## src/rtl/processor_run_controller_if.sv

```systemverilog
// Host/processor signal bundle for processor_run_controller.
// The master modport is the controller side; the slave modport is the host/processor side.
interface processor_run_controller_if #(
  parameter int CNT_WIDTH = 16
);
  logic                 host_go;
  logic                 host_clear;
  logic                 endop_signal1;
  logic                 endop_signal2;
  logic                 core_reset;
  logic                 start;
  logic                 busy;
  logic                 done;
  logic                 timeout;
  logic                 core1_done;
  logic                 core2_done;
  logic [CNT_WIDTH-1:0] cycle_count;

  modport master (
    input  host_go, host_clear, endop_signal1, endop_signal2,
    output core_reset, start, busy, done, timeout, core1_done, core2_done, cycle_count
  );

  modport slave (
    output host_go, host_clear, endop_signal1, endop_signal2,
    input  core_reset, start, busy, done, timeout, core1_done, core2_done, cycle_count
  );
endinterface

```

## src/rtl/processor_run_controller.sv

```systemverilog
// Host-side reset/start/endop sequencer for the dual-core processor.
// Define RUN_CTRL_ANY_FINISH_EN to complete a run when either core ends instead of both.
module processor_run_controller #(
  parameter int RESET_CYCLES   = 2,
  parameter int TIMEOUT_CYCLES = 4095,
  parameter int CNT_WIDTH      = 16
) (
  input  logic                         clk,
  input  logic                         reset,
  processor_run_controller_if.master   bus
);

  localparam int                   RW       = (RESET_CYCLES > 1) ? $clog2(RESET_CYCLES) : 1;
  localparam logic [RW-1:0]        RST_LOAD = RW'(RESET_CYCLES - 1);
  localparam logic [CNT_WIDTH-1:0] TO_VAL   = CNT_WIDTH'(TIMEOUT_CYCLES);

  typedef enum logic [2:0] {
    IDLE     = 3'd0,
    CORE_RST = 3'd1,
    START    = 3'd2,
    RUN      = 3'd3,
    DONE     = 3'd4,
    TIMEOUT  = 3'd5
  } state_t;

  state_t               state_q, state_d;
  logic [RW-1:0]        rst_cnt_q, rst_cnt_d;
  logic [CNT_WIDTH-1:0] cnt_q, cnt_d, cnt_inc;
  logic                 c1_q, c1_d, c2_q, c2_d;
  logic                 c1_nx, c2_nx, finish;

  // Run-cycle counter holds at all-ones rather than wrapping.
  function automatic logic [CNT_WIDTH-1:0] sat_inc(input logic [CNT_WIDTH-1:0] c);
    return (c == {CNT_WIDTH{1'b1}}) ? c : c + CNT_WIDTH'(1);
  endfunction

  assign cnt_inc = sat_inc(cnt_q);
  assign c1_nx   = c1_q | bus.endop_signal1;
  assign c2_nx   = c2_q | bus.endop_signal2;
`ifdef RUN_CTRL_ANY_FINISH_EN
  assign finish  = c1_nx | c2_nx;
`else
  assign finish  = c1_nx & c2_nx;
`endif

  always_comb begin
    state_d   = state_q;
    rst_cnt_d = rst_cnt_q;
    cnt_d     = cnt_q;
    c1_d      = c1_q;
    c2_d      = c2_q;
    case (state_q)
      IDLE: begin
        if (bus.host_go) begin
          state_d   = CORE_RST;
          rst_cnt_d = RST_LOAD;
          cnt_d     = '0;
          c1_d      = 1'b0;
          c2_d      = 1'b0;
        end
      end
      CORE_RST: begin
        if (rst_cnt_q == '0) state_d = START;
        else rst_cnt_d = rst_cnt_q - RW'(1);
      end
      START: state_d = RUN;
      RUN: begin
        cnt_d = cnt_inc;
        c1_d  = c1_nx;
        c2_d  = c2_nx;
        // Finishing on the timeout cycle still counts as a normal completion.
        if (finish) state_d = DONE;
        else if (cnt_inc == TO_VAL) state_d = TIMEOUT;
      end
      DONE, TIMEOUT: begin
        if (bus.host_go) begin
          state_d   = CORE_RST;
          rst_cnt_d = RST_LOAD;
          cnt_d     = '0;
          c1_d      = 1'b0;
          c2_d      = 1'b0;
        end else if (bus.host_clear) begin
          state_d = IDLE;
          cnt_d   = '0;
          c1_d    = 1'b0;
          c2_d    = 1'b0;
        end
      end
      default: state_d = IDLE;
    endcase
  end

  always_ff @(posedge clk) begin
    if (reset) begin
      state_q   <= IDLE;
      rst_cnt_q <= '0;
      cnt_q     <= '0;
      c1_q      <= 1'b0;
      c2_q      <= 1'b0;
    end else begin
      state_q   <= state_d;
      rst_cnt_q <= rst_cnt_d;
      cnt_q     <= cnt_d;
      c1_q      <= c1_d;
      c2_q      <= c2_d;
    end
  end

  assign bus.core_reset  = (state_q == CORE_RST);
  assign bus.start       = (state_q == START);
  assign bus.busy        = (state_q == CORE_RST) || (state_q == START) || (state_q == RUN);
  assign bus.done        = (state_q == DONE);
  assign bus.timeout     = (state_q == TIMEOUT);
  assign bus.core1_done  = c1_q;
  assign bus.core2_done  = c2_q;
  assign bus.cycle_count = cnt_q;

endmodule

```

## src/flat_wrapper.sv

```systemverilog
// flat-port wrapper written by rule: the top's interface ports become plain ports
module processor_run_controller_flat 
#(
  parameter int RESET_CYCLES   = 2,
  parameter int TIMEOUT_CYCLES = 4095,
  parameter int CNT_WIDTH      = 16
)
  (clk, reset, bus_host_go, bus_host_clear, bus_endop_signal1, bus_endop_signal2, bus_core_reset, bus_start, bus_busy, bus_done, bus_timeout, bus_core1_done, bus_core2_done, bus_cycle_count);
  processor_run_controller_if #(.CNT_WIDTH(CNT_WIDTH)) bus_i ();
  input  logic clk;
  input  logic reset;
  input wire logic [$bits(bus_i.host_go)-1:0] bus_host_go;
  input wire logic [$bits(bus_i.host_clear)-1:0] bus_host_clear;
  input wire logic [$bits(bus_i.endop_signal1)-1:0] bus_endop_signal1;
  input wire logic [$bits(bus_i.endop_signal2)-1:0] bus_endop_signal2;
  output wire logic [$bits(bus_i.core_reset)-1:0] bus_core_reset;
  output wire logic [$bits(bus_i.start)-1:0] bus_start;
  output wire logic [$bits(bus_i.busy)-1:0] bus_busy;
  output wire logic [$bits(bus_i.done)-1:0] bus_done;
  output wire logic [$bits(bus_i.timeout)-1:0] bus_timeout;
  output wire logic [$bits(bus_i.core1_done)-1:0] bus_core1_done;
  output wire logic [$bits(bus_i.core2_done)-1:0] bus_core2_done;
  output wire logic [$bits(bus_i.cycle_count)-1:0] bus_cycle_count;
  assign bus_i.host_go = bus_host_go;
  assign bus_i.host_clear = bus_host_clear;
  assign bus_i.endop_signal1 = bus_endop_signal1;
  assign bus_i.endop_signal2 = bus_endop_signal2;
  assign bus_core_reset = bus_i.core_reset;
  assign bus_start = bus_i.start;
  assign bus_busy = bus_i.busy;
  assign bus_done = bus_i.done;
  assign bus_timeout = bus_i.timeout;
  assign bus_core1_done = bus_i.core1_done;
  assign bus_core2_done = bus_i.core2_done;
  assign bus_cycle_count = bus_i.cycle_count;
  processor_run_controller #(.RESET_CYCLES(RESET_CYCLES), .TIMEOUT_CYCLES(TIMEOUT_CYCLES), .CNT_WIDTH(CNT_WIDTH)) u_core (.clk(clk), .reset(reset), .bus(bus_i));
endmodule
```

## config.mk

```make
export PLATFORM = sky130hd
export DESIGN_NAME = processor_run_controller_flat
export DESIGN_NICKNAME = d
export VERILOG_FILES = /design/src/rtl/processor_run_controller_if.sv /design/src/rtl/processor_run_controller.sv /design/src/flat_wrapper.sv
export SDC_FILE = /design/constraint.sdc
export NUM_CORES = 1
export LEC_CHECK = 0
export ABC_AREA = 1
export BUFFER_PORTS_ARGS = -buffer_cell sky130_fd_sc_hd__buf_2
export CORE_AREA = 4 4 57 72
export CTS_CLUSTER_DIAMETER = 120
export CTS_CLUSTER_SIZE = 20
export DETAILED_ROUTE_END_ITERATION = 10
export DIE_AREA = 0 0 61 76
export PLACE_DENSITY = 0.62
export SETUP_SLACK_MARGIN = 0.4
export SLEW_MARGIN = 15
export SYNTH_ARGS = -nofsm -noshare
export SYNTH_HDL_FRONTEND = slang
export SYNTH_SLANG_ARGS = --single-unit
```

## constraint.sdc

```tcl
create_clock -name clk -period 3 [get_ports clk]
set_input_delay 0.15 -clock clk [delete_from_list [all_inputs] [get_ports clk]]
set_output_delay 0.15 -clock clk [all_outputs]
set_load 0.05 [all_outputs]
```

==> results.md <==
- Run status: complete, no violations
- Fraction of layout cells with a size suffix above 1: 0.191
- Wire length per cell: between 10 and 15 µm
- Total GRT Usage: 0.185
- Clock Root Buffer: clkbuf_8
- Post-synth EDFFs: 0
- Top post-synthesis cells by count: nand2_1 (79), nor2_1 (27), inv_1 (25)
- Worst-Skew Late Latency: 260 ps
- Setup TNS: 0 ps
- Seq/Total Area, Yosys: 0.294
- Largest net degree at the start of global routing: 21
- Slew Limit Fails: 0
- Syn Inst Count: 246
- Post-synth ARST share: 0
- Core ar.: 0.00342 mm²
- Synth Warn #: 0
- Clock Pin Slew Worst Setup and Hold Paths: roughly 80 ps
- CTS sink count: 22
- Post-CTS Setup Inserts: 0
- Post-Syn Area: about 0.0015 mm²
- Post-cts sizing count: 0
- Largest area contributor in the netlist: dfxtp_1
- Final setup viols: 0
- Required @ worst endpoint: 2850 ps
- Max Cap Violations: 0
- Share of the synthesized area in the top cell type: 0.294
- HP Class: in2reg
- Critical path arrival: 1950 ps
- Gr ovfl total: 0
- Worst-Margin Slew: 790 ps
- RSZ-0062 raised after global routing: false
- Detailed placement HPWL: 3000 µm
- Num CTS Buffers: 3
- Pwr Total: 954 µW
- IO buf count: 28
- Final Hold Fails: 0
- Full die area: 0.00464 mm²
- H-tree levels: 1
- Die X: 61 µm
- Final WL: 3920 µm
- Pre-CTS WS: 931 ps
- Top delay family on crit path: buffers and inverters
- Total number of vias: 1,587
- Clock tree buffer depth: 2
- Initial antenna violation count: 0
- DRT antenna net count: 0
- Final non-filler cell total: 311
- Drt drc: 0
- Slowest CP cell: nor3_2
- Clock Skew: 1.93 ps
- Vias in the first global route: 1,519
- Synthesized Nets: about 250
- First-pass iteration count of the detailed router: 4
- Final GP Congestion: 0.889
- IO Pins: 29
- Die H: roughly 76 µm
- Hold Slack: about 190 ps
- Hold_buf cts: 0
- Leakage: 0.759 nW
- Fmax: 476 MHz
- Startpoint Class: flip-flop
- Slew HR: 0.473
- Pwr Density: ~560 mW/mm²
- Setup ws final: 899 ps
- Post-synthesis register bit count: 22
- Worst vdd ir: 0.000560 V
- 1st-iter DRT viols: slightly below 80
- Crit-path cells: inv_1 -> nor3_2 -> buf_4 -> inv_1 -> nand2_1 -> buf_2
- Fin crit share: 0.700
- Synth Flop Type: dfxtp_1
- Wire length of the first global-routing pass: between 6000 and 7000 µm
- Synth cell types: 29
- Area Overhead vs Synth: 14.3%
- Synth area leaders: dfxtp_1 (29%), nand2_1 (20%), a21oi_1 (8.0%)
- Most frequent CP cell: inv_1
- CP peak stage delay: ~520 ps
- Starting density of the core: 0.438
- Setup crit end kind: primary output
- Core Rows: 24
- Vias per std cell: 5.10
- # diodes: 0
- CTS tree: yes
- Syn avg cell area: 6.10 µm²
- Count leader, synth: nand2_1
- Nets: 281
- CP Max Fanout: 11
- CP bufs+invs: 4
- Min cycle time layout: 2100 ps
- Crit Path Class: reg2out
- Cells after DPL: ~310
[flip-flops by register name (all words and copies together) (netlist names)]
signal and cells:
u_core.bus.core1_done 1, u_core.bus.core2_done 1, u_core.bus.cycle_count 16, u_core.rst_cnt_q 1, u_core.state_q 3
[final cells by class]
cell class                      instances  area (µm²)
Clock buffer                            3        41.3
Fill cell                             376        1710
Inverter                               28         110
Multi-Input combinational cell        190         926
Sequential cell                        22         440
Tap cell                               39        48.8
Timing Repair Buffer                   29         148
[worst paths after layout]
path	start	end	slack, ps	cells after the start
max reg2reg	u_core.bus.cycle_count[0]	u_core.state_q[0]	930	16
max	u_core.state_q[0]	bus_busy	900	6
min	bus_endop_signal2	u_core.bus.core2_done	190	3
min reg2reg	u_core.bus.cycle_count[15]	u_core.bus.cycle_count[15]	520	2
[placed cells by master, fill, tap and decap left out, types with 2 or more instances in the layout]
master,netlist,final
o21ai_0,7,7
a21oi_1,24,24
buf_2,2,28
dfxtp_1,22,22
clkbuf_8,0,3
nand2_4,2,2
inv_1,25,25
nand2_1,79,79
nor2_1,27,27
a2bb2oi_1,2,2
nand3_1,15,15
xor2_1,2,2
nor2_2,4,4
o21bai_1,2,2
inv_2,2,2
nand2_2,3,3
nor3_1,5,4
nor2_4,3,3
nand4_1,6,6
o21ai_1,3,3
[metal layers]
layer / up-vias / share of wire / track usage
li1: 842 / - / -
met1: 699 / 0.45 / 0.240
met2: 38 / 0.49 / 0.306
met3: 8 / 0.047 / 0.0169
met4: 0 / 0.016 / 0.0716
met5: - / 0 / 0
[cells by family after synthesis]
group                    after synthesis  share of synthesized area
flip-flops                            22                      0.294
AND/OR/NAND/NOR                      146                      0.441
buffers and inverters                 34                     0.0926
XOR/XNOR                               3                     0.0175
AO/OA/AOI/OAI                         40                      0.147
adder cells (fa/ha/maj)                1                    0.00834
[through the flow]
step | utilization | instance area, µm²
after floorplan | - | 1500
after global placement | 0.489 | 1670
after detailed placement | 0.489 | 1670
after CTS | 0.501 | 1710
after global routing | 0.501 | 1710
final | 0.501 | 1710
[tightest hold or removal path, delay by kind of cell]
family,cells,cell delay (ps)
buf+inv,1,70
simple gates,2,180
[power breakdown]
group	internal [mW]	total, mW	switching [mW]
registers	0.317	0.343	0.0260
clock network	0.0896	0.184	0.0942
logic	0.102	0.427	0.325
total	0.508	0.954	0.446
(Power assumes the default switching activity.)
